$ cat src/rtl/fm_pkg.sv
// Shared types and defaults for the FM protocol stimulus generator.
package fm_pkg;

   localparam int unsigned FM_DLY_W_DEF = 4;

   typedef enum logic [2:0] {
      IDLE   = 3'd0,
      RISE_A = 3'd1,
      WAIT_B = 3'd2,
      WAIT_D = 3'd3,
      GAP    = 3'd4
   } fm_state_t;

endpackage

$ cat src/rtl/fm_dly_cnt.sv
// Loadable saturating down-counter with a registered zero flag.
module fm_dly_cnt #(
   parameter int unsigned CNT_W = 5
) (
   input  logic             clk,
   input  logic             rst,
   input  logic             load_i,
   input  logic [CNT_W-1:0] load_val_i,
   input  logic             dec_i,
   output logic             zero_o
);

   logic [CNT_W-1:0] cnt_q, cnt_d;
   logic             zero_q;

   // Load wins over decrement; the count stops at zero instead of wrapping.
   always_comb begin
      cnt_d = cnt_q;
      if (load_i) begin
         cnt_d = load_val_i;
      end else if (dec_i && (cnt_q != '0)) begin
         cnt_d = cnt_q - CNT_W'(1);
      end
   end

   always_ff @(posedge clk) begin
      if (rst) begin
         cnt_q  <= '0;
         zero_q <= 1'b1;
      end else begin
         cnt_q  <= cnt_d;
         zero_q <= (cnt_d == '0);
      end
   end

   assign zero_o = zero_q;

endmodule

$ cat src/rtl/fm_stim_gen.sv
// Generates one a/b/d/e stimulus sequence per accepted start, with
// programmable a->b and b->d spacing and an optional missing-e fault.
module fm_stim_gen
   import fm_pkg::*;
#(
   parameter int unsigned DLY_W = FM_DLY_W_DEF
) (
   input  logic             clk,
   input  logic             rst,
   input  logic             start,
   input  logic [DLY_W-1:0] dly_b,
   input  logic [DLY_W-1:0] dly_d,
   input  logic             inject_err,
   output logic             a,
   output logic             b,
   output logic             d,
   output logic             e,
   output logic             busy,
   output logic             done
);

   localparam int unsigned CNT_W = DLY_W + 1;

   fm_state_t        state_q, state_d;
   logic [DLY_W-1:0] dly_d_q, dly_d_d;
   logic             err_q, err_d;
   logic             a_q, a_d;
   logic             b_q, b_d;
   logic             d_q, d_d;
   logic             e_q, e_d;
   logic             busy_q, busy_d;
   logic             done_q, done_d;

   logic             cnt_load;
   logic             cnt_dec;
   logic             cnt_zero;
   logic [CNT_W-1:0] cnt_val;
   logic [CNT_W-1:0] b_load_c;

   // The cycle of a itself counts as the first step towards b, so a zero
   // delay behaves like one.
   assign b_load_c = (dly_b == '0) ? '0 : (CNT_W'(dly_b) - CNT_W'(1));

   fm_dly_cnt #(
      .CNT_W (CNT_W)
   ) u_dly_cnt (
      .clk        (clk),
      .rst        (rst),
      .load_i     (cnt_load),
      .load_val_i (cnt_val),
      .dec_i      (cnt_dec),
      .zero_o     (cnt_zero)
   );

   always_comb begin
      state_d  = state_q;
      dly_d_d  = dly_d_q;
      err_d    = err_q;
      a_d      = 1'b0;
      b_d      = 1'b0;
      d_d      = 1'b0;
      e_d      = 1'b0;
      busy_d   = 1'b0;
      done_d   = 1'b0;
      cnt_load = 1'b0;
      cnt_dec  = 1'b0;
      cnt_val  = '0;

      case (state_q)
         IDLE: begin
            if (start) begin
               state_d  = RISE_A;
               dly_d_d  = dly_d;
               err_d    = inject_err;
               a_d      = 1'b1;
               busy_d   = 1'b1;
               cnt_load = 1'b1;
               cnt_val  = b_load_c;
            end
         end

         RISE_A, WAIT_B: begin
            a_d    = 1'b1;
            busy_d = 1'b1;
            if (cnt_zero) begin
               state_d  = WAIT_D;
               b_d      = 1'b1;
               cnt_load = 1'b1;
               cnt_val  = CNT_W'(dly_d_q);
            end else begin
               state_d = WAIT_B;
               cnt_dec = 1'b1;
            end
         end

         // Counter parks at zero for the d cycle; d_q marks that d was issued.
         WAIT_D: begin
            busy_d = 1'b1;
            if (cnt_zero && d_q) begin
               state_d = GAP;
            end else if (cnt_zero) begin
               a_d    = 1'b1;
               d_d    = 1'b1;
               e_d    = ~err_q;
               done_d = 1'b1;
            end else begin
               a_d     = 1'b1;
               cnt_dec = 1'b1;
            end
         end

         GAP: begin
            state_d = IDLE;
         end

         default: begin
            state_d = IDLE;
         end
      endcase
   end

   always_ff @(posedge clk) begin
      if (rst) begin
         state_q <= IDLE;
         dly_d_q <= '0;
         err_q   <= 1'b0;
         a_q     <= 1'b0;
         b_q     <= 1'b0;
         d_q     <= 1'b0;
         e_q     <= 1'b0;
         busy_q  <= 1'b0;
         done_q  <= 1'b0;
      end else begin
         state_q <= state_d;
         dly_d_q <= dly_d_d;
         err_q   <= err_d;
         a_q     <= a_d;
         b_q     <= b_d;
         d_q     <= d_d;
         e_q     <= e_d;
         busy_q  <= busy_d;
         done_q  <= done_d;
      end
   end

   assign a    = a_q;
   assign b    = b_q;
   assign d    = d_q;
   assign e    = e_q;
   assign busy = busy_q;
   assign done = done_q;

endmodule

$ cat config.mk
export PLATFORM = sky130hd
export DESIGN_NAME = fm_stim_gen
export DESIGN_NICKNAME = d
export VERILOG_FILES = /design/src/rtl/fm_pkg.sv /design/src/rtl/fm_dly_cnt.sv /design/src/rtl/fm_stim_gen.sv
export SDC_FILE = /design/constraint.sdc
export NUM_CORES = 1
export LEC_CHECK = 0
export CAP_MARGIN = 15
export CELL_PAD_IN_SITES_DETAIL_PLACEMENT = 0
export CELL_PAD_IN_SITES_GLOBAL_PLACEMENT = 1
export CORE_UTILIZATION = 34
export CTS_CLUSTER_DIAMETER = 40
export DETAILED_ROUTE_END_ITERATION = 8
export GPL_TIMING_DRIVEN = 0
export HOLD_SLACK_MARGIN = 0.05
export PLACE_DENSITY = 0.82
export REMOVE_ABC_BUFFERS = 1
export SYNTH_ARGS = -nofsm -noshare
export SYNTH_HDL_FRONTEND = slang
export SYNTH_SLANG_ARGS = --single-unit
$ cat constraint.sdc
create_clock -name clk -period 1.75 [get_ports clk]
set_input_delay 0.175 -clock clk [delete_from_list [all_inputs] [get_ports clk]]
set_output_delay 0.175 -clock clk [all_outputs]
set_load 0.02 [all_outputs]
==> out/metrics.yaml, run 1 <==
design_area_um2: 1230
viasPerCell: 5.17
finalMaxSlewViolations: 0
violations: "setup timing"
syn_avg_cell_area_um2: 9.26
rsz0062_at_grt: "true"
rows: 18
worstPathArrival_ns: 2.00
track_usage_pct: 15.4
dpl.cell_count: 145
synth-adder-area-share_pct: 2.62
synth_cells: 103
clkSinkCount: 19
setup-violations-final: 1
wl_per_cell_um: 12.4
clk_latency_ns: 0.30
synth_compound_area_share_pct: 15.9
hold_class: "flop to flop"
cts_tree: "built"
timing.fmax_ghz: 0.550
skew_ns: 0.0103
path_clk_slew_ns: 0.12
drt_iter0_markers: 15
grt_overflow_total: 0
ioPinCount: 18
layout.cells.non_filler: 153
setup_slack_ns: -0.0672
routed_wirelength_um: 1900
cp-start-kind: "flop"
worstMarginPinSlew_ns: 0.599
critical_path.endpoint_type: "flop"
htree_levels: 1
largestRegisters: "u_dly_cnt.cnt_q (5), dly_d_q (4), state_q (3)"
pwr_density_cell_nw_per_um2: 1230
comb_power_share_pct: 45.5
largest_reg_flops: 5
power.leakage_nw: 0.461
crit_chain: "inv_2, ha_4, or4b_4, buf_6, nand3_2, mux2_4, o22ai_4, nor4_2"
setup_tns_ns: -0.0672
status: "finished with violations"
fin_crit_ns: 1.82
synth_top_family_by_area: "simple AND/OR/NAND/NOR gates"
async_flop_share_pct: 0
coreArea_um2: 2570
num_vias: 791
yosys.area_share.xor_xnor_pct: 1.84
slew_headroom_pct: 60.0
antenna_found_initial: 0
die_w_um: 55.0
clockPowerShare_pct: 14.9
pwr-share-seq_pct: 39.7
nets: 138
ys_warn_count: 0
first_pass_iters: 4
grt_pass1_vias: 768
place_area_um2: 1140
maxCapViolations: 0
syn_to_final_growth_pct: 29.0
synthMuxAreaShare_pct: 10.1
synthFlopType: "dfxtp_1"
drc_errors: 0
finalWeightedCongestion: 0.720
yosys.cell_types.count: 37
finalCritPeriodShare_pct: 104
post-dp-hpwl_um: 1350
p_sw_uw: 547
fillers: 254
timing.critical_path.fanout_max: 3
antenna_left: 0
antennaDiodeCount: 0
top_register: "u_dly_cnt.cnt_q"
slowest_delay_ns: 0.48
cts_buffer_depth: 2
p_int_uw: 967
ys_seq_elements: 19
die_h_um: 55.0
grt_pass1_wl_um: 3310
ctsHoldBuffers: 0
dieArea_um2: 3020
portBuffers: 17
synth-edff-count: 0
synth_area_um2: 953
slowest_stage: "or4b_4"
swShare_pct: 36.1
cp.required_ns: 1.93
initial_core_util_pct: 37.1
ff2ff_setup_slack_ns: -0.07
synth_simple_gate_area_share_pct: 24.8
root_buffer: "clkbuf_4"
grt_start_max_net_pins: 15
peakVddDrop_mv: 0.631
setup.worst_path.class: "flop to flop"
cts_inserted_buffers: 3
drive_above_1_share_pct: 20.3
hold_viol_final: 0
seq_area_frac_synth_pct: 39.9
cells in the mapped netlist, types with 4 or more instances:
master / instances / area, um^2
buf_2: 4 / 20.0
mux2i_1: 7 / 70.1
nor2_1: 14 / 52.6
dfxtp_1: 19 / 380
o21ai_0: 5 / 25.0
inv_1: 4 / 15.0
cell usage in the layout (no fill, tap or decap), drive strengths merged, types with 2 or more instances in the layout:
master	instances
clkbuf	3
mux2i	7
clkdlybuf4s50	17
nor2	14
nand3	4
nand2	3
nor3	3
a22oi	3
inv	4
nor2b	3
mux2	2
xnor2	2
or2	2
a21oi	3
o21ai	5
dfxtp	19
a31oi	2
nor3b	4
o22ai	3
ha	2
buf	5
per-layer routing:
metal / routed length, um / global-route usage (%) / share of wire (%)
met1: 949 / 19.6 / 50
met2: 866 / 25.3 / 46
met3: 62 / 2.46 / 3.3
met4: 19 / 7.50 / 1.0
met5: 0 / 0 / 0
area by class of cell:
cell class	instances	area (um^2)	area share [%]
clock buffer	3	22.5	1.83
tap	30	37.5	3.05
clock inverter	1	7.51	0.610
sequential	19	384	31.2
timing repair buffer	22	211	17.2
inverter	4	15.0	1.22
multi-input combinational	74	552	44.9
kinds of logic after synthesis:
| logic type | Yosys count |
|---|---|
| mux | 9 |
| flops | 19 |
| compound gates | 21 |
| xor+xnor | 2 |
| simple gates | 40 |
| fa+ha+maj | 2 |
| buf+inv | 10 |
per-stage QoR:
stage / worst slack, ns / utilization (%) / power [mW] / hold WS (ns)
final: -0.0672 / 47.9 / 1.51 / 0.431
after global routing: -0.161 / 47.9 / 1.63 / 0.460
after CTS: -0.161 / 47.5 / 1.50 / 0.437
after detailed placement: -0.183 / 44.5 / 1.20 / 0.419
after global placement: -1.32 / 44.0 / 1.17 / 0.408
after floorplan: -0.553 / - / 1.03 / 0.247
worst max-delay path, delay by kind of cell, from the launching register on:
kind / cells / cell delay (ns)
and+or+nand+nor: 3 / 0.61
DFF: 1 / 0.34
muxes: 1 / 0.32
buffers and inverters: 2 / 0.21
adders and majority gates: 1 / 0.13
AOI/OAI and AO/OA: 1 / 0.11
path summary, 6_finish.rpt:
kind / from / to / cells after the start
worst min register to register: err_q / e / 1
worst max-delay path: u_dly_cnt.cnt_q[0] / u_dly_cnt.zero_o / 8
worst min-delay path: err_q / e / 1
worst max register to register: u_dly_cnt.cnt_q[0] / u_dly_cnt.zero_o / 8
power by group through the flow:
stage | clock [mW] | sequential, mW | combinational (mW)
floorplan | 0 | 0.602 | 0.426
global placement | 0 | 0.595 | 0.579
detailed placement | 0 | 0.603 | 0.597
CTS | 0.236 | 0.597 | 0.670
global route | 0.258 | 0.611 | 0.764
finish | 0.225 | 0.600 | 0.688
repair_timing:
item | in CTS | in global routing
setup buffers | 4 | 0
endpoints found under the setup margin | 3 | 3
resized for setup | 6 | 3
gates cloned | 0 | 0
pin swaps | 4 | 3
Power figures use the tool's default switching activity.
==> run 2: changes to the inputs <==
--- a/config.mk
+++ b/config.mk
@@ -8,12 +8,13 @@
 export CAP_MARGIN = 15
 export CELL_PAD_IN_SITES_DETAIL_PLACEMENT = 0
 export CELL_PAD_IN_SITES_GLOBAL_PLACEMENT = 1
-export CORE_UTILIZATION = 34
+export CORE_UTILIZATION = 41
 export CTS_CLUSTER_DIAMETER = 40
 export DETAILED_ROUTE_END_ITERATION = 8
+export DONT_BUFFER_PORTS = 1
 export GPL_TIMING_DRIVEN = 0
 export HOLD_SLACK_MARGIN = 0.05
-export PLACE_DENSITY = 0.82
+export PLACE_DENSITY = 0.81
 export REMOVE_ABC_BUFFERS = 1
 export SYNTH_ARGS = -nofsm -noshare
 export SYNTH_HDL_FRONTEND = slang
==> run 2 against run 1 <==
Effect of this change: the flow finishes with violations (hold timing, setup timing); sequential cell count stayed put; non-clock buffer count is 18 lower; die area is 16% lower; global-route usage is 0.12 points higher; clock power is 4% lower; critical path type unchanged; largest power group is now registers; highest routed layer unchanged.
==> out/metrics.yaml, run 2 (synthesis results as in run 1) <==
layout.cells.non_filler: 133
cts_buffer_depth: 2
root_buffer: "clkbuf_4"
drt_iter0_markers: 13
wl_per_cell_um: 13.4
setup_slack_ns: -0.0147
maxCapViolations: 0
final_common_cell: "dfxtp_1"
post-dp-hpwl_um: 1290
top_register: "u_dly_cnt.cnt_q"
dpl.cell_count: 126
worstMarginPinSlew_ns: 0.479
track_usage_pct: 15.6
timing.critical_path.fanout_max: 4
largestRegisters: "u_dly_cnt.cnt_q (5), dly_d_q (4), state_q (3)"
portBuffers: 0
ctsHoldBuffers: 2
skew_ns: 0.00454
final_core_util_pct: 47.7
critical_path.endpoint_type: "flop"
hold_class: "input pin to flop"
cp.required_ns: 1.94
syn_to_final_growth_pct: 10.6
coreArea_um2: 2210
cts_tree: "built"
htree_levels: 1
clockPowerShare_pct: 15.4
pwr-share-seq_pct: 44.6
grt_overflow_total: 0
ioPinCount: 18
die_h_um: 50.2
cts_inserted_buffers: 3
antenna_found_initial: 0
antennaDiodeCount: 0
antenna_left: 0
fin_crit_ns: 1.76
swShare_pct: 36.2
largest_reg_flops: 5
setup.worst_path.class: "flop to flop"
drc_errors: 0
hold_viol_final: 8
peakVddDrop_mv: 0.725
final_cell_mix: "dfxtp_1 (17), nor2_1 (14), mux2i_1 (7)"
holdPathStages: 1
path_clk_slew_ns: 0.10
nets: 120
dieArea_um2: 2520
design_area_um2: 1050
initial_core_util_pct: 43.1
drive_above_1_share_pct: 20.0
power.leakage_nw: 0.388
finalCritPeriodShare_pct: 101
pwr_density_cell_nw_per_um2: 1320
slew_headroom_pct: 68.0
clk_latency_ns: 0.29
rsz0062_at_grt: "true"
finalMaxSlewViolations: 0
setup-violations-final: 1
worstPathArrival_ns: 1.95
reg2regPathDepth: 7
p_sw_uw: 506
clkSinkCount: 19
rows: 17
violations: "hold timing, setup timing"
grt_start_max_net_pins: 15
grt_pass1_wl_um: 2910
cp-start-kind: "flop"
timing.fmax_ghz: 0.567
first_pass_iters: 4
p_int_uw: 890
grt_pass1_vias: 712
comb_power_share_pct: 40.0
num_vias: 722
hold_slack_ns: -0.0646
routed_wirelength_um: 1780
status: "finished with violations"
place_area_um2: 971
die_w_um: 50.2
finalWeightedCongestion: 0.819
viasPerCell: 5.43
-- run 2: cell types whose count changed in the layout (fill, tap and decap cells not counted), sizes merged --
cell           delta
buf               -3
clkinvlp          -1
dlygate4sd3       +2
clkbuf            +1
clkdlybuf4s50    -17
-- run 2: metal layers --
metal  GRT usage (%)  part of all wire, %  vias to the layer above  wire (um)
met4            12.9                  2.1                        0         38
met3            3.03                  2.4                        5         43
li1                -                    -                      375          -
met5               0                    0                        -          0
met2            24.4                   49                       12        865
met1            18.1                   47                      330        831
-- run 2: final cells by class --
type / instances / area, um^2
repair buffers: 4 / 35.0
well taps: 28 / 35.0
inverters: 4 / 20.0
multi-input cells: 74 / 556
flip-flops and latches: 19 / 383
fillers: 211 / 1160
clock buffers: 4 / 26.3
-- run 2: timing repair --
| item | in CTS | in global routing |
|---|---|---|
| hold endpoints to repair | 12 | 10 |
| buffers inserted | 1 | 0 |
| pin swaps | 2 | 1 |
| resized for setup | 5 | 5 |
| endpoints found under the setup margin | 3 | 2 |
-- run 2: stage by stage --
| stage | setup TNS (ns) | worst slack [ns] | total power [mW] |
|---|---|---|---|
| finish | -0.0147 | -0.0147 | 1.40 |
| global route | -0.0856 | -0.0856 | 1.49 |
| detailed placement | -0.165 | -0.165 | 1.13 |
| CTS | -0.111 | -0.111 | 1.38 |
| floorplan | -3.21 | -0.553 | 1.03 |
| global placement | -7.10 | -0.978 | 1.10 |
-- run 2: final timing paths --
kind | start | endpoint | slack (ns)
worst max-delay path | u_dly_cnt.cnt_q[0] | u_dly_cnt.zero_o | -0.01
worst min-delay path | rst | dly_d_q[3] | -0.06
worst max register to register | u_dly_cnt.cnt_q[0] | u_dly_cnt.zero_o | -0.01
worst min register to register | err_q | e | 0.44
-- run 2: worst max-delay path, stage by stage (launching register included) --
cell     delay (ns)
dfxtp_2        0.35
inv_4          0.07
ha_4           0.12
or4b_4         0.49
nand3_2        0.11
mux2_4         0.32
o22ai_4        0.13
nor4_2         0.07
-- run 2: power by group through the flow --
| stage | sequential (mW) | clock (mW) | combinational, mW |
|---|---|---|---|
| floorplan | 0.602 | 0 | 0.426 |
| global placement | 0.620 | 0 | 0.485 |
| detailed placement | 0.621 | 0 | 0.507 |
| CTS | 0.615 | 0.223 | 0.546 |
| global route | 0.635 | 0.243 | 0.612 |
| finish | 0.622 | 0.215 | 0.559 |
==> run 3: changes to the inputs <==
--- a/config.mk
+++ b/config.mk
@@ -14,7 +14,7 @@
 export DONT_BUFFER_PORTS = 1
 export GPL_TIMING_DRIVEN = 0
 export HOLD_SLACK_MARGIN = 0.05
-export PLACE_DENSITY = 0.81
+export PLACE_DENSITY_LB_ADDON = 0.08
 export REMOVE_ABC_BUFFERS = 1
 export SYNTH_ARGS = -nofsm -noshare
 export SYNTH_HDL_FRONTEND = slang
==> run 3 against run 2 <==
Effect of this change: the run still ends with hold timing, setup timing left; critical path depth stayed put; cell count up 0.75%; register-to-register slack is essentially flat; worst hold slack gained 0.0092 ns; global-route usage rose by 1.3 points; routed wire length increased by 0.73%; die area unchanged; design area increased by 2.1%; critical path type unchanged; critical endpoint unchanged; largest cell class unchanged.
==> out/metrics.yaml, run 3 (synthesis results as in run 1) <==
status: "finished with violations"
violations: "hold timing, setup timing"
ctsHoldBuffers: 4
antenna_found_initial: 0
ioPinCount: 18
routed_wirelength_um: 1790
nets: 121
cts_tree: "built"
cp-start-kind: "flop"
post-dp-hpwl_um: 1290
grt_pass1_vias: 751
power.leakage_nw: 0.399
peakVddDrop_mv: 0.594
track_usage_pct: 16.8
top_register: "u_dly_cnt.cnt_q"
final_common_cell: "dfxtp_1"
rsz0062_at_grt: "true"
cts_setup_buffers: 0
htree_levels: 1
grt_pass1_wl_um: 3190
finalWeightedCongestion: 0.716
slew_headroom_pct: 69.3
grt_start_max_net_pins: 15
initial_core_util_pct: 43.1
hold_class: "input pin to flop"
setup.worst_path.class: "flop to flop"
portBuffers: 0
setup_tns_ns: -0.0241
place_ws_ns: -0.166
clk_latency_ns: 0.28
worstPathArrival_ns: 1.98
largestRegisters: "u_dly_cnt.cnt_q (5), dly_d_q (4), state_q (3)"
timing.critical_path.fanout_max: 4
dpl.cell_count: 126
worstMarginPinSlew_ns: 0.460
drt_iter0_markers: 11
setup_slack_ns: -0.0241
final_core_util_pct: 48.7
die_w_um: 50.2
drc_errors: 0
total_power_mw: 1.40
antenna_left: 0
finalMaxSlewViolations: 0
timing.fmax_ghz: 0.564
cp.required_ns: 1.95
root_buffer: "clkbuf_4"
layout.cells.non_filler: 134
fin_crit_ns: 1.77
first_pass_iters: 4
hold_slack_ns: -0.0554
wl_per_cell_um: 13.4
critical_path.endpoint_type: "flop"
drive_above_1_share_pct: 19.8
pwr_density_cell_nw_per_um2: 1300
maxCapViolations: 0
clkSinkCount: 19
viasPerCell: 5.40
rows: 17
grt_overflow_total: 0
coreArea_um2: 2210
setup-violations-final: 1
die_h_um: 50.2
largest_reg_flops: 5
place_area_um2: 971
dieArea_um2: 2520
design_area_um2: 1080
skew_ns: 0.00217
hold_viol_final: 7
cts_inserted_buffers: 3
num_vias: 724
syn_to_final_growth_pct: 13.0
cts_buffer_depth: 2
final_cell_mix: "dfxtp_1 (16), nor2_1 (14), mux2i_1 (7)"
path_clk_slew_ns: 0.10
antennaDiodeCount: 0
finalCritPeriodShare_pct: 101
[run 3: area by class of cell]
type	count	area (um^2)
Tap cell	28	35.0
Fill cell	251	1130
Multi-Input combinational cell	74	567
Inverter	4	17.5
Sequential cell	19	384
Clock buffer	4	26.3
Timing Repair Buffer	5	47.5
[run 3: final timing paths]
check	from	end	slack (ns)	cells past startpoint
hold reg to reg	err_q	e	0.43	1
setup reg to reg	u_dly_cnt.cnt_q[0]	u_dly_cnt.zero_o	-0.02	7
setup / recovery	u_dly_cnt.cnt_q[0]	u_dly_cnt.zero_o	-0.02	7
hold / removal	rst	dly_d_q[2]	-0.06	1
[run 3: power breakdown]
| part | switching, mW | internal [mW] |
|---|---|---|
| sequential | 0.115 | 0.517 |
| combinational | 0.265 | 0.291 |
| clock | 0.125 | 0.0884 |
[run 3: repair_timing]
item / in CTS / in global routing
setup endpoints to repair: 3 / 4
cloned: 0 / 0
pin swaps: 1 / 0
gates resized for setup: 6 / 6
endpoints found under the hold margin: 13 / 9
[run 3: worst max-delay path, stage by stage (launching register included)]
cell and delay, ns:
dfxtp_2 0.35, inv_4 0.07, ha_4 0.14, or4b_4 0.49
and4_1 0.23, o21bai_2 0.17, o221ai_2 0.11, nor4_2 0.14
[run 3: metal layers]
metal | vias up | routed length (um) | global-route usage, %
met3 | 2 | 62 | 4.24
met2 | 11 | 805 | 27.3
met4 | 0 | 17 | 8.10
met5 | - | 0 | 0
li1 | 373 | - | -
met1 | 338 | 904 | 20.5
